**src/rtl/enc_pkg.sv**
```systemverilog
// Shared definitions for the request encoder and its link-side neighbours.
package enc_pkg;

  // Priority mode encodings; 2'b11 falls back to fixed-high.
  localparam logic [1:0] ENC_HIGH = 2'b00;
  localparam logic [1:0] ENC_LOW  = 2'b01;
  localparam logic [1:0] ENC_RR   = 2'b10;

  // Result field offsets above the index field: result = {valid, multi, index}.
  localparam int MULTI_BIT = 0;
  localparam int VALID_BIT = 1;

  // Width of one encoded result for a given number of request lines.
  function automatic int enc_result_w(input int nreq);
    return $clog2(nreq) + 2;
  endfunction

endpackage

```
**src/rtl/enc_result_fifo2.sv**
```systemverilog
// Two-entry result FIFO with 1-bit wrapping pointers and a 0..2 occupancy count.
// Head output reads zero when empty and depends on registers only.
module enc_result_fifo2 #(
  parameter int DW = 8
) (
  input  logic          clk,
  input  logic          rst_n,
  input  logic          push,
  input  logic          pop,
  input  logic [DW-1:0] din,
  output logic [DW-1:0] dout,
  output logic          full,
  output logic          empty,
  output logic [1:0]    occ
);

  logic [DW-1:0] mem [2];
  logic          wr_ptr;
  logic          rd_ptr;
  logic [1:0]    occ_q;
  logic          push_ok;
  logic          pop_ok;

  // Guard the strobes locally so a misbehaving caller cannot corrupt the count.
  assign full    = (occ_q == 2'd2);
  assign empty   = (occ_q == 2'd0);
  assign push_ok = push && !full;
  assign pop_ok  = pop && !empty;
  assign occ     = occ_q;
  assign dout    = empty ? '0 : mem[rd_ptr];

  // Storage, pointers and occupancy; reset flushes every entry.
  always_ff @(posedge clk or negedge rst_n) begin
    if (!rst_n) begin
      mem[0] <= '0;
      mem[1] <= '0;
      wr_ptr <= 1'b0;
      rd_ptr <= 1'b0;
      occ_q  <= 2'd0;
    end else begin
      if (push_ok) begin
        mem[wr_ptr] <= din;
        wr_ptr      <= ~wr_ptr;
      end
      if (pop_ok) begin
        rd_ptr <= ~rd_ptr;
      end
      case ({push_ok, pop_ok})
        2'b10:   occ_q <= occ_q + 2'd1;
        2'b01:   occ_q <= occ_q - 2'd1;
        default: occ_q <= occ_q;
      endcase
    end
  end

endmodule

```
**src/rtl/prio_encoder_rr.sv**
```systemverilog
// Request-vector priority encoder with fixed-high, fixed-low and round-robin
// modes. Results are queued in a 2-entry FIFO behind EN/RDY handshakes.
module prio_encoder_rr
  import enc_pkg::*;
#(
  parameter int NREQ = 8,
  parameter int IDXW = $clog2(NREQ)
) (
  input  logic            CLK,
  input  logic            RST_N,
  input  logic            EN_mav_putvalue,
  input  logic [NREQ-1:0] mav_putvalue_req,
  input  logic [1:0]      mav_putvalue_mode,
  output logic            RDY_mav_putvalue,
  input  logic            EN_mv_get,
  output logic [IDXW+1:0] mv_get,
  output logic            RDY_mv_get,
  output logic            mv_scopbusy,
  output logic            RDY_mv_scopbusy
);

  localparam int RW = enc_result_w(NREQ);

  logic [IDXW-1:0] rr_ptr;
  logic [IDXW-1:0] idx_hi;
  logic [IDXW-1:0] idx_lo;
  logic [IDXW-1:0] idx_rr;
  logic [IDXW-1:0] enc_idx;
  logic            enc_valid;
  logic            enc_multi;
  logic            rr_found;
  int              rr_pos;
  logic [RW-1:0]   enc_result;

  logic            put_fire;
  logic            get_fire;
  logic            fifo_full;
  logic            fifo_empty;
  logic [1:0]      fifo_occ;

  // Encode the request vector; all three scans run in parallel and mode selects.
  always_comb begin
    enc_valid = |mav_putvalue_req;
    enc_multi = (mav_putvalue_req & (mav_putvalue_req - 1'b1)) != '0;

    idx_hi = '0;
    for (int i = 0; i < NREQ; i++) begin
      if (mav_putvalue_req[i]) idx_hi = IDXW'(i);
    end

    idx_lo = '0;
    for (int i = NREQ - 1; i >= 0; i--) begin
      if (mav_putvalue_req[i]) idx_lo = IDXW'(i);
    end

    // Upward search from rr_ptr with wrap; the first hit wins.
    idx_rr   = '0;
    rr_found = 1'b0;
    rr_pos   = 0;
    for (int k = 0; k < NREQ; k++) begin
      rr_pos = int'(rr_ptr) + k;
      if (rr_pos >= NREQ) rr_pos = rr_pos - NREQ;
      if (!rr_found && mav_putvalue_req[rr_pos]) begin
        idx_rr   = IDXW'(rr_pos);
        rr_found = 1'b1;
      end
    end

    case (mav_putvalue_mode)
      ENC_HIGH: enc_idx = idx_hi;
      ENC_LOW:  enc_idx = idx_lo;
      ENC_RR:   enc_idx = idx_rr;
      default:  enc_idx = idx_hi;
    endcase

    enc_result                  = '0;
    enc_result[IDXW-1:0]        = enc_idx;
    enc_result[IDXW+MULTI_BIT]  = enc_multi;
    enc_result[IDXW+VALID_BIT]  = enc_valid;
  end

  // Handshakes: no bypass when full, no passthrough when empty.
  assign RDY_mav_putvalue = !fifo_full;
  assign RDY_mv_get       = !fifo_empty;
  assign put_fire         = EN_mav_putvalue && RDY_mav_putvalue;
  assign get_fire         = EN_mv_get && RDY_mv_get;
  assign mv_scopbusy      = (fifo_occ != 2'd0);
  assign RDY_mv_scopbusy  = 1'b1;

  // Round-robin pointer advances past the granted line on accepted RR puts only.
  always_ff @(posedge CLK or negedge RST_N) begin
    if (!RST_N) begin
      rr_ptr <= '0;
    end else if (put_fire && (mav_putvalue_mode == ENC_RR) && enc_valid) begin
      rr_ptr <= (enc_idx == IDXW'(NREQ - 1)) ? '0 : enc_idx + 1'b1;
    end
  end

  enc_result_fifo2 #(
    .DW(RW)
  ) u_fifo (
    .clk   (CLK),
    .rst_n (RST_N),
    .push  (put_fire),
    .pop   (get_fire),
    .din   (enc_result),
    .dout  (mv_get),
    .full  (fifo_full),
    .empty (fifo_empty),
    .occ   (fifo_occ)
  );

endmodule

```
**config.mk**
```make
export PLATFORM = sky130hd
export DESIGN_NAME = prio_encoder_rr
export DESIGN_NICKNAME = d
export VERILOG_FILES = /design/src/rtl/enc_pkg.sv /design/src/rtl/enc_result_fifo2.sv /design/src/rtl/prio_encoder_rr.sv
export SDC_FILE = /design/constraint.sdc
export NUM_CORES = 1
export LEC_CHECK = 0
export CAP_MARGIN = 20
export CORE_MARGIN = 3
export CORE_UTILIZATION = 42
export DETAILED_ROUTE_END_ITERATION = 16
export REMOVE_ABC_BUFFERS = 1
export SLEW_MARGIN = 10
export SYNTH_ARGS = -nofsm -noshare
export SYNTH_HDL_FRONTEND = slang
export SYNTH_SLANG_ARGS = --single-unit
```
**constraint.sdc**
```tcl
create_clock -name CLK -period 3.5 [get_ports CLK]
set_clock_uncertainty 0.1 [all_clocks]
set_input_delay 0.7 -clock CLK [delete_from_list [all_inputs] [get_ports CLK]]
set_output_delay 0.7 -clock CLK [all_outputs]
set_load 0.005 [all_outputs]
```
==> impl_metrics.ini <==
[global_route]
grt_overflow = 0
grt_start_max_net_pins = 24
grt_pass1_vias = 1958
grt_pass1_wl_um = 9710
antenna_found_initial = 0
track_usage = 0.193

[die]
die_y_um = 78.6
core_area_mm2 = 0.00491
dieArea_mm2 = 0.00618
row_count = 25
ioPinCount = 23
die_x_um = 78.6
start_util = 0.451

[detailed_routing]
first_iter_violations = 142
via_per_inst = 5.70
routed-via-count = 2053
routed_wl_um = 5610
first_pass_iters = 4
wl_per_cell_um = 15.6
drtAntennaViolNets = 0
drc = 0

[setup_path]
critPathMaxFanout = 8
crit_start = mav_putvalue_req[2]
rr_startpoint = rr_ptr[0]$_DFFE_PN0P_
crit_required_ns = 3.53
critical_path.startpoint_type = input pin
arrival_ns = 3.42
end_kind = flip-flop
critPathKind = input pin to flip-flop

[worst_hold_path]
min_from = u_fifo.mem[0]$_DFFE_PN0P_
hold_class = flip-flop to flip-flop

[power_and_ir_drop]
powerDensity_mw_per_mm2 = 1020
clock_power_share = 0.049
peakVddDrop_mv = 0.428
p_leak_nw = 1.18
finalPower_mw = 2.91
p_int_mw = 1.65
p_comb_frac = 0.828
switchingPower_mw = 1.26
p_sw_frac = 0.433
power_frac_seq = 0.123

[logic_synthesis]
ys_seq_elements = 17
synthesis.area_mm2 = 0.00221
synthDistinctLibCells = 62
synth_edf_count = 0
ys.flop_type = dfrtp_1
async_flop_share = 1.00
synth_cells = 237
ys_seq_area_frac = 0.192
avgSynthCellArea_um2 = 9.34
ys_warn_count = 0

[cts]
clkSlewWorstSetupHoldPaths_ns = 0.06
post_cts.repair.setup_buffers = 0
htree_levels = 1
clk_path_buf_depth = 2
clkLatencyLatePin_ns = 0.25
cts_tree = done
cts_sinks = 17
cts_made_buffers = 3
clock-root-buffer = clkbuf_8

[sta]
final_hold_viol_count = 0
layout_setup_ws_ns = 0.118
rsz0062_at_grt = false
final.period_utilization = 0.966
finalSetupViolations = 0
fmax_ghz = 0.296
slew_violations = 0
slew_headroom = 0.492
tightestPinTransition_ns = 0.760
min_period_ns = 3.38

[layout]
n_antenna_cell = 0
area_delta_synth_final_pct = 28.5
fillers = 452
fin_nets = 315
drive_gt1_frac = 0.334

[placement]
portBuffers = 21
gp_congestion = 0.937
pre_cts_ws_ns = -0.449
hpwl_um = 4490

[run_status]
outcome = finished, final reports clean

[run]
maxCapViolCount = 0
==> registers in the layout (all words and copies together), names as in the netlist <==
signal         count
u_fifo.mem        10
rr_ptr             3
u_fifo.occ         2
u_fifo.rd_ptr      1
u_fifo.wr_ptr      1
==> layout make-up <==
class                      count  area (um^2)  area share
multi-input combinational    189         1650       0.581
timing repair buffer          71          593       0.208
sequential                    17          425       0.149
tap                           67         83.8      0.0295
clock buffer                   4         45.0      0.0158
inverter                      12         45.0      0.0158
==> cell usage after synthesis (4+ instances only) <==
master	number	area, um^2
nor2_1	27	101
dfrtp_1	17	425
mux2i_1	15	150
inv_1	12	45.0
mux4_2	12	270
nand2_1	12	45.0
mux2_2	10	113
a21oi_1	9	45.0
o21ai_0	9	45.0
buf_2	7	35.0
ha_1	7	87.6
nand2b_1	7	43.8
nor2b_1	6	37.5
a31oi_1	5	31.3
xnor2_1	5	43.8
buf_4	4	30.0
==> layout by cell type, fill, tap and decap left out, types with 3 or more instances in the layout <==
master	instances
ha_1	5
nand2_1	12
inv_1	11
clkbuf_8	3
nor2b_1	6
nor4b_1	3
xnor2_1	5
o21ai_0	8
buf_4	48
nor2_1	27
a31oi_1	5
mux4_2	14
nand2b_1	7
o22ai_1	3
clkdlybuf4s50_1	13
mux2i_2	4
dfrtp_1	17
a22oi_1	3
dlygate4sd2_1	7
a21oi_1	9
mux2i_1	13
mux2_2	10
nand3_1	3
==> per-layer routing <==
layer | track usage | wire, um | vias to the layer above
met1 | 0.283 | 2660 | 996
met4 | 0.0332 | 8 | 0
met5 | 0 | 0 | -
met2 | 0.305 | 2650 | 54
li1 | - | - | 1001
met3 | 0.0287 | 291 | 2
==> critical path, stage by stage <==
cell	delay, ns
dlygate4sd2_1	0.35
mux2i_1	0.19
buf_4	0.17
mux4_2	0.50
and2_4	0.17
a31oi_1	0.20
a311oi_2	0.08
o31a_1	0.31
nor2_1	0.12
ha_1	0.15
ha_1	0.21
mux2_2	0.25
==> power groups by stage <==
stage,combinational (mW),sequential [mW],clock [mW]
2_1_floorplan,1.30,0.436,0
3_3_place_gp,2.28,0.362,0
3_5_place_dp,2.29,0.363,0
4_1_cts,2.33,0.359,0.147
5_1_grt,2.63,0.372,0.158
6_report,2.41,0.358,0.143
==> path summary, 6_finish.rpt <==
path	endpoint	slack [ns]	cells after the start
max	rr_ptr[2]$_DFFE_PN0P_	0.12	12
min	u_fifo.mem[0]$_DFFE_PN0P_	0.38	2
max reg2reg	rr_ptr[2]$_DFFE_PN0P_	0.20	12
min reg2reg	u_fifo.mem[0]$_DFFE_PN0P_	0.38	2
max in group asynchronous	rr_ptr[2]$_DFFE_PN0P_	2.03	1
min in group asynchronous	u_fifo.mem[5]$_DFFE_PN0P_	0.80	1
==> through the flow <==
| stage | TNS (ns) | hold slack, ns | cell area, um^2 | utilization | std cells |
|---|---|---|---|---|---|
| 2_1_floorplan | -1.15 | 0.304 | 2070 | - | 218 |
| 3_3_place_gp | -1.31 | 0.367 | 2760 | 0.561 | 356 |
| 3_5_place_dp | -1.60 | 0.377 | 2760 | 0.561 | 356 |
| 4_1_cts | 0 | 0.390 | 2810 | 0.571 | 360 |
| 5_1_grt | 0 | 0.419 | 2850 | 0.580 | 360 |
| 6_report | 0 | 0.382 | 2850 | 0.580 | 360 |
==> logic make-up after synthesis <==
| group | count (synthesis) | synth area share |
|---|---|---|
| buf+inv | 31 | 0.0842 |
| simple gates | 78 | 0.192 |
| compound gates | 53 | 0.173 |
| fa+ha+maj | 7 | 0.0395 |
| other cells | 1 | 0.00169 |
| xor+xnor | 8 | 0.0350 |
| mux | 42 | 0.282 |
| flops | 17 | 0.192 |
==> what timing repair did <==
action,4_1_cts,5_1_grt
resized for setup,15,10
hold buffers,0,0
endpoints found under the setup margin,3,3
endpoints found under the hold margin,0,0
No activity file was read; power rests on OpenSTA's default activity.
